### config.mk
export PLATFORM = sky130hd
export DESIGN_NAME = count_nbit
export DESIGN_NICKNAME = d
export VERILOG_FILES = /design/src/rtl/count_pkg.sv /design/src/rtl/count_next.sv /design/src/rtl/count_nbit.sv
export SDC_FILE = /design/constraint.sdc
export NUM_CORES = 1
export LEC_CHECK = 0
export CORE_UTILIZATION = 30
export DETAILED_ROUTE_END_ITERATION = 7
export PLACE_DENSITY = 0.57
export SYNTH_ARGS = -nofsm -noshare
export SYNTH_HDL_FRONTEND = slang
export SYNTH_SLANG_ARGS = --single-unit
### constraint.sdc
create_clock -name clk -period 1.8 [get_ports clk]
set_clock_uncertainty 0.05 [all_clocks]
set_input_delay 0.54 -clock clk [delete_from_list [all_inputs] [get_ports clk]]
set_output_delay 0.54 -clock clk [all_outputs]
set_load 0.01 [all_outputs]
### src/rtl/count_pkg.sv
// Shared definitions for the count_nbit counter family.
//   CNT_WRAP / CNT_SAT : end-of-range behaviour selectors for the SATURATE parameter
//   term_val()         : last legal count value for a given modulus
package count_pkg;

    localparam int CNT_WRAP = 0;
    localparam int CNT_SAT  = 1;

    // MODULUS may be 2**32 when WIDTH is 32, so the arithmetic is done in 64 bits.
    function automatic longint term_val(input longint modulus);
        return modulus - 64'sd1;
    endfunction

endpackage

### src/rtl/count_next.sv
// Next-state function of the N-bit up/down modulo counter (purely combinational).
// Ports:
//   cnt       in  current count
//   en        in  count enable
//   up        in  direction, 1 = increment
//   ld        in  parallel load request
//   din       in  load value (clamped to MODULUS-1 when out of range)
//   clr       in  synchronous clear, highest priority
//   next_cnt  out count value for the next edge
//   next_wrap out wrap pulse value for the next cycle
//   ovf_set   out request to set the sticky overflow flag
module count_next
    import count_pkg::*;
#(
    parameter int     WIDTH    = 4,
    parameter longint MODULUS  = 16,
    parameter int     SATURATE = CNT_WRAP
) (
    input  logic [WIDTH-1:0] cnt,
    input  logic             en,
    input  logic             up,
    input  logic             ld,
    input  logic [WIDTH-1:0] din,
    input  logic             clr,
    output logic [WIDTH-1:0] next_cnt,
    output logic             next_wrap,
    output logic             ovf_set
);

    localparam logic [WIDTH-1:0] TERM  = WIDTH'(term_val(MODULUS));
    localparam logic [63:0]      MOD_U = 64'(MODULUS);

    logic w_at_top;
    logic w_at_bot;
    logic w_din_ok;

    assign w_at_top = (cnt == TERM);
    assign w_at_bot = (cnt == '0);
    // Compare in 64 bits so a full-range modulus (2**WIDTH) never overflows the check.
    assign w_din_ok = (64'(din) < MOD_U);

    always_comb begin
        next_cnt  = cnt;
        next_wrap = 1'b0;
        ovf_set   = 1'b0;
        if (clr) begin
            next_cnt = '0;
        end else if (ld) begin
            if (w_din_ok) begin
                next_cnt = din;
            end else begin
                next_cnt = TERM;
                ovf_set  = 1'b1;
            end
        end else if (en) begin
            if (up) begin
                if (w_at_top) begin
                    ovf_set = 1'b1;
                    if (SATURATE == CNT_WRAP) begin
                        next_cnt  = '0;
                        next_wrap = 1'b1;
                    end
                end else begin
                    next_cnt = cnt + WIDTH'(1);
                end
            end else begin
                if (w_at_bot) begin
                    ovf_set = 1'b1;
                    if (SATURATE == CNT_WRAP) begin
                        next_cnt  = TERM;
                        next_wrap = 1'b1;
                    end
                end else begin
                    next_cnt = cnt - WIDTH'(1);
                end
            end
        end
    end

endmodule

### src/rtl/count_nbit.sv
// N-bit up/down modulo counter with load, clear, wrap/saturate mode,
// terminal-count decode, wrap pulse and sticky overflow.
// Ports:
//   clk  in  rising-edge clock
//   res  in  asynchronous active-high reset
//   clr  in  synchronous clear (beats ld and en)
//   ld   in  synchronous parallel load (beats en)
//   din  in  load value
//   en   in  count enable
//   up   in  direction, 1 = increment
//   cnt  out registered count
//   tc   out terminal count for the current direction (combinational)
//   wrap out one-cycle pulse after a wrapping edge
//   ovf  out sticky overflow, cleared only by clr or res
module count_nbit
    import count_pkg::*;
#(
    parameter int     WIDTH    = 4,
    parameter longint MODULUS  = 16,
    parameter int     SATURATE = CNT_WRAP
) (
    input  logic             clk,
    input  logic             res,
    input  logic             clr,
    input  logic             ld,
    input  logic [WIDTH-1:0] din,
    input  logic             en,
    input  logic             up,
    output logic [WIDTH-1:0] cnt,
    output logic             tc,
    output logic             wrap,
    output logic             ovf
);

    localparam logic [WIDTH-1:0] TERM = WIDTH'(term_val(MODULUS));

    if (WIDTH < 1 || WIDTH > 32) begin : g_bad_width
        $error("count_nbit: WIDTH must be 1..32");
    end
    if (MODULUS < 2 || MODULUS > (longint'(1) << WIDTH)) begin : g_bad_modulus
        $error("count_nbit: MODULUS must be 2..2**WIDTH");
    end
    if (SATURATE != CNT_WRAP && SATURATE != CNT_SAT) begin : g_bad_mode
        $error("count_nbit: SATURATE must be 0 or 1");
    end

    logic [WIDTH-1:0] r_cnt;
    logic             r_wrap;
    logic             r_ovf;
    logic [WIDTH-1:0] w_next_cnt;
    logic             w_next_wrap;
    logic             w_ovf_set;

    count_next #(
        .WIDTH    (WIDTH),
        .MODULUS  (MODULUS),
        .SATURATE (SATURATE)
    ) u_next (
        .cnt       (r_cnt),
        .en        (en),
        .up        (up),
        .ld        (ld),
        .din       (din),
        .clr       (clr),
        .next_cnt  (w_next_cnt),
        .next_wrap (w_next_wrap),
        .ovf_set   (w_ovf_set)
    );

    always_ff @(posedge clk or posedge res) begin
        if (res) begin
            r_cnt  <= '0;
            r_wrap <= 1'b0;
            r_ovf  <= 1'b0;
        end else begin
            r_cnt  <= w_next_cnt;
            r_wrap <= w_next_wrap;
            if (clr) begin
                r_ovf <= 1'b0;
            end else if (w_ovf_set) begin
                r_ovf <= 1'b1;
            end
        end
    end

    assign cnt  = r_cnt;
    assign wrap = r_wrap;
    assign ovf  = r_ovf;
    assign tc   = up ? (r_cnt == TERM) : (r_cnt == '0);

endmodule

### Word-level counts from Yosys, hierarchy flattened

Cells that the tools add are included.

* output and inout port bits: 7
* flip-flop bits (word level): 6
* ROM bits: 0
* memories: 0
* bits in writable memories: 0
* latch bits: 0
* word-level logic and storage cells: 24
* bits of input ports: 10

* eq/ne operators: 1
* $add $sub $neg: 2
* shifts and indexed selects: 0
* div/mod/pow operators: 0
* bitwise gates (word level): 0
* reductions and logical operators: 3
* mux-type cells: 15
* magnitude comparators: 0
* $mul: 0

Operators by type and width (count)
* $mux 4: 6
* $mux 1: 9
* $add 4x1->4 const B: 1
* $eq 4x4->1 const B: 1
* $logic_not 4->1: 1
* $sub 4x1->4 const B: 1
* $reduce_bool 3->1: 1
* $reduce_bool 2->1: 1

### Longest topological paths before layout

Gate-level depths: netlist of run 1.

* word-level depth: 8
* gate-level depth with buffers: 6
* gate-level depth less buffers: 6

### Cells and area by module

Synthesis of run 1 repeated with hierarchy kept, for this count alone.

* cells, all modules: 48
* area, all modules: 471.7 sq um

By module, submodules not included
* count_next: cells an instance 36, area an instance 286.5 sq um, instances 1, sequential area each 0.0 sq um
* count_nbit: cells an instance 12, area an instance 185.2 sq um, instances 1, sequential area each 150.1 sq um

### Least setup slack after synthesis of run 1

Ideal clock, no wire load.

* path kind: register -> output
* start point: register r_cnt[0], in the netlist cnt[0]
* end point: output tc
* buffers on the path: 0
* slack: 112 ps
* data required time: 1210 ps
* arrival: 1098 ps
* stages on the path, launching flop included: 5
* path through: dfrtp_1 -> inv_2 -> ha_1 -> nand2b_4 -> o31ai_2

* word-level cells in the longest chain between the ends: 2
* elaborated cells on any way between the ends: 3
* classes of those cells: eq/ne (1); mux (1); reduce/logical (1)

Ends and longest elaborated chain
* from (decl): line count_nbit.sv:47 `logic [WIDTH-1:0] r_cnt;`
* from (signal assigned): line count_nbit.sv:76 `r_cnt <= w_next_cnt;`
* $eq 4x4->1 / $logic_not 4->1 (equally long branches): line count_nbit.sv:89 `assign tc = up ? (r_cnt == TERM) : (r_cnt == '0);`
* $mux 1 (*): line count_nbit.sv:89
* to (decl): line count_nbit.sv:30 `output logic tc,`

Mark *: on every way between the ends. The rest lies on a longest branch, timed or not.

### Final worst setup path of run 1

* start point: register r_cnt[1], in the netlist cnt[1]
* end point: output tc

The elaborated chain is that of the path after synthesis.

==> results of run 1 <==
## worst max-delay path, cell delays in order (launching register included)
cell and delay, ns:
dfrtp_1 0.40, inv_2 0.09, ha_4 0.14, nand2b_4 0.06
o31ai_4 0.18, buf_2 0.17
## worst max-delay path by stage
stage	from	to	slack [ns]	depth (start not counted)
floorplan	cnt[0]$_DFFE_PP0P_	tc	0.11	4
global placement	up	tc	-0.69	4
detailed placement	up	tc	-0.72	4
CTS	cnt[1]$_DFFE_PP0P_	tc	-0.08	5
global route	cnt[1]$_DFFE_PP0P_	tc	-0.15	5
finish	cnt[1]$_DFFE_PP0P_	tc	-0.08	5
## cell families (layout without fill, tap and decap cells)
logic type               after synthesis  count (layout)  synth area share
AO/OA/AOI/OAI                         18              18            0.2660
multiplexers                           1               1           0.02128
adder cells (fa/ha/maj)                2               2           0.05318
XOR/XNOR                               2               2           0.03724
buffers and inverters                 11              44            0.1277
flip-flops                             6               6            0.3191
AND/OR/NAND/NOR                       12              12            0.1756
## synth_stat cells, drive strengths merged (2+ instances only)
library cell and n:
nand4 2, a21oi 6, xnor2 2, nand2 2
dfrtp 6, inv 8, buf 3, ha 2
nor2 2, a31oi 2, o21ai 4, nand2b 2
## area by class of cell
type | count | share of cell area
Sequential cell | 6 | 0.1875
Tap cell | 15 | 0.02344
Inverter | 8 | 0.03750
Timing Repair Buffer | 33 | 0.3563
Clock buffer | 3 | 0.02812
Multi-Input combinational cell | 35 | 0.3672
## flip-flops by register name (all words and copies together) (netlist names)
| name | cells |
|---|---|
| cnt | 4 |
| ovf | 1 |
| wrap | 1 |
## repair_timing
action / CTS / global route
pin swaps: 1 / 0
endpoints found under the setup margin: 5 / 1
setup buffers: 4 / 0
gates resized for setup: 18 / 0
## report_power, final
group          switching (W)  internal [W]  leakage, nW
Clock              0.0000466     0.0000753       0.0138
Sequential        0.00000637      0.000144       0.0797
Combinational      0.0000811      0.000104        0.275
## metrics by stage
stage,total power (W),util,setup slack [ns]
2_1_floorplan,0.0002365,-,0.1116
5_1_grt,0.0004900,0.5792,-0.1502
3_5_place_dp,0.0003166,0.5186,-0.7205
3_3_place_gp,0.0003168,0.5186,-0.6896
6_report,0.0004574,0.5792,-0.07634
4_1_cts,0.0004621,0.5792,-0.07571
## routing by layer
metal  GRT usage  vias up  share of wire  routed length [µm]
li1            -      252              -                   -
met1      0.2000      241           0.48                 588
met2      0.2656       17           0.48                 587
met3     0.06522        0          0.048                  59
met4     0.05806        0              0                   0
met5           0        -              0                   0
==> results.sh, run 1 <==
export IMPL_grt_max_degree=10
export IMPL_synth_cell_types=26
export IMPL_postPlaceCellArea_um2=716.9
export IMPL_tightest_slew_ns=0.2371
export IMPL_setup_ws_ns=-0.07634
export IMPL_drv_slew=0
export IMPL_hold_viol=0
export IMPL_rr_endpoint="cnt[3]$_DFFE_PP0P_"
export IMPL_fmax_mhz=533.0
export IMPL_synth_ff_type="dfrtp_1"
export IMPL_rows=13
export IMPL_drc_errors=0
export IMPL_vias=510
export IMPL_syn_num_nets=64
export IMPL_grt_pass1_vias=487
export IMPL_fin_crit_sh=1.042
export IMPL_avgSynthCellArea_um2=9.047
export IMPL_yosys_top_cells_area="dfrtp_1, a21oi_1, nand2b_4, ha_1, buf_6"
export IMPL_synth_area_leader_cell="dfrtp_1"
export IMPL_ir_worst_vdd_mv=0.3694
export IMPL_drt_iter0_markers=20
export IMPL_place_inst=93
export IMPL_grtUsageTotal=0.1656
export IMPL_io_buffers=16
export IMPL_ios=17
export IMPL_cp_data_required_time_ns=1.21
export IMPL_synthDominantCellAreaShare=0.3191
export IMPL_tns_ns=-0.07634
export IMPL_timing_worst_setup_path_type="register to output port"
export IMPL_cap_violations=0
export IMPL_multi_input_area_um2=294.0
export IMPL_min_period_ns=1.876
export IMPL_r2r_start="cnt[1]$_DFFE_PP0P_"
export IMPL_cts_buffers_inserted=3
export IMPL_synth_seq_cells=6
export IMPL_min_path_type="input port to asynchronous set/reset pin"
export IMPL_power_density_nw_per_um2=571.2
export IMPL_grt_pass1_wl_um=2111
export IMPL_path_clk_slew_ns=0.04
export IMPL_r2r_cells=7
export IMPL_grt_antenna_before_repair=0
export IMPL_start_util=0.3403
export IMPL_outcome="complete, but fails checks"
export IMPL_clock_path_buffers=2
export IMPL_drive_above_1_share=0.3529
export IMPL_cts_hold_buf=0
export IMPL_synth_edf_count=0
export IMPL_yosys_warnings=0
export IMPL_rsz0062_at_grt="true"
export IMPL_r2r_setup_slack_ns=0.26
export IMPL_clock_sinks=6
export IMPL_cts_root_buf="clkbuf_4"
export IMPL_postRouteAntennaNets=0
export IMPL_cts_htree_levels=1
export IMPL_leakagePower_nw=0.3680
export IMPL_gp_congestion=0.7694
export IMPL_critPathLaunchType="register"
export IMPL_n_fill_cell=129
export IMPL_core_area_um2=1383
export IMPL_cp_end_kind="output port"
export IMPL_syn2layout_area_growth_pct=70.21
export IMPL_routed_wl_um=1235
export IMPL_design_area_um2=800.8
export IMPL_num_antenna_cells=0
export IMPL_fin_nets=99
export IMPL_drt_first_pass_iters=4
export IMPL_cp_arrival_ns=1.29
export IMPL_violations="setup timing"
export IMPL_grt_overflow=0
export IMPL_final_common_cell="buf_4"
export IMPL_ys_seq_area_frac=0.3191
export IMPL_clk_latency_ns=0.24
export IMPL_seqCellArea_um2=150.1
export IMPL_wl_per_cell_um=12.35
export IMPL_instances_no_fill=100
export IMPL_hold_ws_ns=0.4573
export IMPL_async_flop_share=1.000
export IMPL_dieArea_um2=1731
export IMPL_cts_tree="built"
export IMPL_syn_instance_count=52
export IMPL_post_dp_hpwl_um=907
export IMPL_vias_per_cell=5.100
export IMPL_synthesis_area_um2=470.5
export IMPL_dieHeight_um=41.60
export IMPL_final_cell_mix="buf_4, clkdlybuf4s50_1, a21oi_1, dfrtp_1, inv_1"
export IMPL_chipWidth_um=41.60
export IMPL_cp_max_fo=2
export IMPL_slew_headroom=0.8420
export IMPL_setup_viol=1
Note: power is estimated with default switching activity, not from simulation.
==> run 2: changes to the inputs <==
--- a/config.mk
+++ b/config.mk
@@ -7,6 +7,7 @@
 export LEC_CHECK = 0
 export CORE_UTILIZATION = 30
 export DETAILED_ROUTE_END_ITERATION = 7
+export GPL_TIMING_DRIVEN = 0
 export PLACE_DENSITY = 0.57
 export SYNTH_ARGS = -nofsm -noshare
 export SYNTH_HDL_FRONTEND = slang
==> run 2 against run 1 <==
The run still ends with setup timing left. Die area unchanged. Clock power shrank 6%. Critical endpoint unchanged. Flip-flop and latch count did not move. Maximum frequency decreased by 2.0%. Via count shrank 11%. Largest cell class unchanged. Routed wire length fell by 17%.
==> results.sh, run 2 (synthesis results as in run 1) <==
export IMPL_drv_slew=0
export IMPL_dieArea_um2=1731
export IMPL_critPathLaunchType="register"
export IMPL_path_clk_slew_ns=0.04
export IMPL_drive_above_1_share=0.3289
export IMPL_design_area_um2=725.7
export IMPL_fmax_mhz=522.4
export IMPL_fin_nets=90
export IMPL_ios=17
export IMPL_cts_buffers_inserted=3
export IMPL_tns_ns=-0.1141
export IMPL_timing_worst_setup_path_type="register to output port"
export IMPL_grt_overflow=0
export IMPL_grt_pass1_wl_um=1711
export IMPL_clock_sinks=6
export IMPL_gp_congestion=0.7662
export IMPL_outcome="complete, but fails checks"
export IMPL_io_buffers=14
export IMPL_drt_iter0_markers=10
export IMPL_largest_register_ffs=4
export IMPL_drt_first_pass_iters=4
export IMPL_setup_viol=1
export IMPL_fin_crit_sh=1.063
export IMPL_tightest_slew_ns=0.2830
export IMPL_cp_data_required_time_ns=1.21
export IMPL_final_cell_mix="clkdlybuf4s50_1, buf_4, a21oi_1"
export IMPL_ir_worst_vdd_mv=0.4160
export IMPL_hold_ws_ns=0.4644
export IMPL_cp_end_kind="output port"
export IMPL_grt_antenna_before_repair=0
export IMPL_fin_util=0.5249
export IMPL_n_fill_cell=130
export IMPL_syn2layout_area_growth_pct=54.26
export IMPL_violations="setup timing"
export IMPL_cts_tree="built"
export IMPL_drc_errors=0
export IMPL_leakagePower_nw=0.3263
export IMPL_rows=13
export IMPL_vias=454
export IMPL_grt_pass1_vias=405
export IMPL_instances_no_fill=91
export IMPL_clk_latency_ns=0.23
export IMPL_start_util=0.3403
export IMPL_dieHeight_um=41.60
export IMPL_clock_path_buffers=2
export IMPL_final_common_cell="clkdlybuf4s50_1"
export IMPL_min_path_type="input port to asynchronous set/reset pin"
export IMPL_grtUsageTotal=0.1269
export IMPL_min_period_ns=1.914
export IMPL_cp_arrival_ns=1.32
export IMPL_cts_htree_levels=1
export IMPL_setup_ws_ns=-0.1141
export IMPL_num_antenna_cells=0
export IMPL_postPlaceCellArea_um2=629.4
export IMPL_power_density_nw_per_um2=590.6
export IMPL_slew_headroom=0.8108
export IMPL_routed_wl_um=1020
export IMPL_chipWidth_um=41.60
export IMPL_core_area_um2=1383
export IMPL_hold_viol=0
export IMPL_wl_per_cell_um=11.21
export IMPL_place_inst=81
export IMPL_cp_max_fo=4
export IMPL_vias_per_cell=4.989
export IMPL_post_dp_hpwl_um=775.9
export IMPL_postRouteAntennaNets=0
export IMPL_cts_hold_buf=0
export IMPL_cap_violations=0
export IMPL_cts_root_buf="clkbuf_4"
export IMPL_grt_max_degree=11
export IMPL_rsz0062_at_grt="true"
run 2: changes by cell type in the layout (fill, tap and decap cells not counted):
cell and delta:
ha_1 +1, dfrtp_2 +3, clkdlybuf4s15_1 -1, ha_4 -1, clkdlybuf4s50_1 +1, dfrtp_1 -3, buf_4 -7, dlymetal6s2s_1 +1
dlygate4sd2_1 -3
run 2: worst paths after layout:
kind | startpoint | endpoint | slack, ns | cells past startpoint
max reg2reg | cnt[0]$_DFFE_PP0P_ | cnt[0]$_DFFE_PP0P_ | 0.33 | 6
min | res | wrap$_DFF_PP0_ | 0.46 | 2
min reg2reg | ovf$_DFFE_PP0P_ | ovf$_DFFE_PP0P_ | 0.47 | 2
max | cnt[0]$_DFFE_PP0P_ | tc | -0.11 | 5
min in group clk | ovf$_DFFE_PP0P_ | ovf$_DFFE_PP0P_ | 0.47 | 2
max in group asynchronous | res | cnt[1]$_DFFE_PP0P_ | 1.03 | 2
run 2: per-stage QoR:
| step | power, W | setup WS, ns |
|---|---|---|
| after floorplan | 0.0002365 | 0.1116 |
| after global placement | 0.0002895 | -0.4267 |
| after detailed placement | 0.0002897 | -0.4478 |
| after CTS | 0.0004286 | -0.1281 |
| after global routing | 0.0004613 | -0.1770 |
| final | 0.0004286 | -0.1141 |
run 2: routing by layer:
metal | routed length [µm] | share of wire | global-route usage
met2 | 470 | 0.46 | 0.1969
met3 | 49 | 0.048 | 0.05217
met4 | 0 | 0 | 0.01935
met5 | 0 | 0 | 0
met1 | 500 | 0.49 | 0.1685
run 2: critical path: stages (launching register included):
cell      delay, ns
dfrtp_2        0.43
inv_2          0.09
ha_4           0.15
nand2b_4       0.07
o31ai_4        0.19
buf_2          0.17
run 2: what timing repair did:
action | in CTS | in global routing
setup buffers | 4 | 3
resized for setup | 12 | 1
gates cloned | 0 | 0
setup endpoints to repair | 4 | 3
run 2: cell type report:
type	count	area (µm²)	share of cell area
inverters	8	30.03	0.04138
well taps	15	18.77	0.02586
clock buffers	3	22.52	0.03103
plain buffers	3	30.03	0.04138
multi-input cells	35	281.5	0.3879
flip-flops and latches	6	153.9	0.2121
repair buffers	21	188.9	0.2603
run 2: where the power goes:
group	internal [W]	leakage, nW	switching [W]
registers	0.000145	0.0756	0.0000123
logic	0.0000894	0.237	0.0000664
clock network	0.0000749	0.0138	0.0000406
==> RTL edit 1: new RTL, settings of run 1 <==
`WIDTH` is set to 4 in 2 places; all go to 6.
--- a/src/rtl/count_next.sv
+++ b/src/rtl/count_next.sv
@@ -13,5 +13,5 @@
     import count_pkg::*;
 #(
-    parameter int     WIDTH    = 4,
+    parameter int     WIDTH    = 6,
     parameter longint MODULUS  = 16,
     parameter int     SATURATE = CNT_WRAP
--- a/src/rtl/count_nbit.sv
+++ b/src/rtl/count_nbit.sv
@@ -16,5 +16,5 @@
     import count_pkg::*;
 #(
-    parameter int     WIDTH    = 4,
+    parameter int     WIDTH    = 6,
     parameter longint MODULUS  = 16,
     parameter int     SATURATE = CNT_WRAP
Interface: changed (resized cnt and din); port bits go from 17 to 21. No check against the original RTL was run, so the function may have changed too.
==> RTL edit 1 against run 1 <==
  * The flow still finishes with violations (negative setup slack)
  * Worst setup slack worse by 0.065 ns
  * Via count up 53%
  * Sequential cell count grew 2
  * Total power increased by 43%
  * Utilization fell by 2.3 points
  * Routed wire length grew 72%
  * Final area increased by 43%
  * Die area grew 44%
  * Sequential share of layout area fell by 1.3 points
  * Area after synthesis up 47%
==> RTL edit 1: results (changes against run 1) <==
Post-synthesis sequential area ratio - 29.0% (-2.9 points)
Failing checks - negative setup slack
Initial DRC count - 12 (-40%)
Setup TNS - -0.168 ns (-0.0920 ns)
Multiplexer share of the synthesized area - 0% (-2.1 points)
Share of post-route cells with drive strength above 1 - 32.5% (-2.8 points)
Final #Nets - 143 (+44%)
WP data arrival - 1.35 ns (+0.06 ns)
Post-Synth XOR/XNOR Area - 5.08% (+1.4 points)
Slew of the pin with the lowest slew margin - 0.331 ns (+0.0940 ns)
Fillers - 212 (+64%)
Htree depth - 1 (unchanged)
Reg2reg end - cnt[2]
CP max-delay cell - dfrtp_1
Status - complete, but fails checks
Final GP Congestion - 0.855 (+11%)
Synth cell types - 36 (+38%)
Vias per inst - 5.08 (-0.29%)
Crit path largest cell delay - 0.40 ns (about the same)
Max reg flops - 6 (+2)
Maximum VDD drop - 536 uV (+45%)
R2R Setup Slk - -0.03 ns (-0.29 ns)
Largest net degree at the start of global routing - 9 (-1)
Synth Area in Adders - 5.44% (+0.13 points)
Syn_nets - 100 (+56%)
GRT Util Overall - 19.6% (+3.1 points)
Synth top area cells - dfrtp_1, ha_1, nor2_1
Post-synthesis compound-gate area fraction - 25.4% (-1.2 points)
Post-DP HPWL - 1630 um (+80%)
LEAKAGE - 0.505 nW (+37%)
Worst Path Max Fanout - 3 (+1)
Final wirelength - 2120 um (+72%)
Placed cell count - 146 (+57%)
Worst Reg-to-Reg Cells - 8 (+1)
Critical R2R Launch - cnt[0]
Pre-antenna DRT Iters - 4 (unchanged)
Global-route wire length before repair - 3620 um (+72%)
Post-Syn Instances - 85 (+63%)
Worst Slack Setup Final - -0.141 ns (-0.0648 ns)
Vias in the first global route - 782 (+61%)
Hold Crit Class - input pin to async pin
I/O Buffers - 20 (+4)
Per-cell routed wire length - 13.9 um (+12%)
Top cells by count, synth - nor2_1, dfrtp_1, inv_1
Final setup viols - 2 (+1)
==> RTL edit 1: cell types whose count changed in the layout (fill, tap and decap cells not counted), sizes merged, moves of 3 or more <==
cell | run 1 | this run
and3 | 0 | 3
nor3 | 0 | 5
nand3 | 0 | 3
buf | 18 | 25
dlygate4sd2 | 4 | 7
nor2 | 2 | 9
==> RTL edit 1: worst max path at each step <==
stage	start	endpoint	slack [ns]
after detailed placement	up	tc	-0.66
final	cnt[0]	tc	-0.14
after floorplan	cnt[0]	tc	0.05
after global placement	up	tc	-0.63
after CTS	cnt[0]	tc	-0.17
after global routing	cnt[0]	tc	-0.21
==> RTL edit 1: cell families after synthesis <==
kind of cell | count (synthesis)
AOI/OAI and AO/OA | 25
xor gates and xnor gates | 4
adders and majority gates | 3
buffers and inverters | 12
DFF | 8
and+or+nand+nor | 33
==> RTL edit 1: layer usage <==
layer  share of wire (%)  GRT usage, %
met5                   0             0
met4                 1.1          3.33
met3                 4.3          5.56
met2                  52          34.7
met1                  43          23.6
==> RTL edit 1: critical path, delay by kind of cell (launching register included) <==
| kind | cells | cell delay [ns] |
|---|---|---|
| AOI/OAI and AO/OA | 1 | 0.15 |
| adders and majority gates | 1 | 0.20 |
| buffers and inverters | 1 | 0.11 |
| DFF | 1 | 0.40 |
| and+or+nand+nor | 2 | 0.23 |
==> RTL edit 1: final cells by class <==
| type | count | share of cell area, % |
|---|---|---|
| well taps | 27 | 2.94 |
| inverters | 6 | 2.18 |
| repair buffers | 44 | 32.8 |
| clock buffers | 3 | 1.96 |
| multi-input cells | 65 | 42.6 |
| flip-flops and latches | 8 | 17.4 |
==> RTL edit 1: power by group <==
part	internal (mW)	switching (mW)
clock	0.0760	0.0570
combinational	0.169	0.146
sequential	0.194	0.0127
total	0.439	0.215
==> RTL edit 1: per-stage QoR <==
step | instance area (um^2) | worst slack, ns | util (%) | hold WS [ns]
after floorplan | 689 | 0.0490 | - | 0.306
final | 1150 | -0.141 | 55.6 | 0.496
after CTS | 1130 | -0.172 | 54.8 | 0.509
after detailed placement | 1030 | -0.664 | 49.8 | 0.463
after global routing | 1150 | -0.213 | 55.6 | 0.536
after global placement | 1030 | -0.628 | 49.8 | 0.456
==> RTL edit 1: what timing repair did <==
item | 4_1_cts | 5_1_grt
setup buffers | 4 | 0
endpoints found under the setup margin | 9 | 4
hold endpoints to repair | 0 | 0
resized for setup | 26 | 5
cloned | 0 | 0
pin swaps | 6 | 1
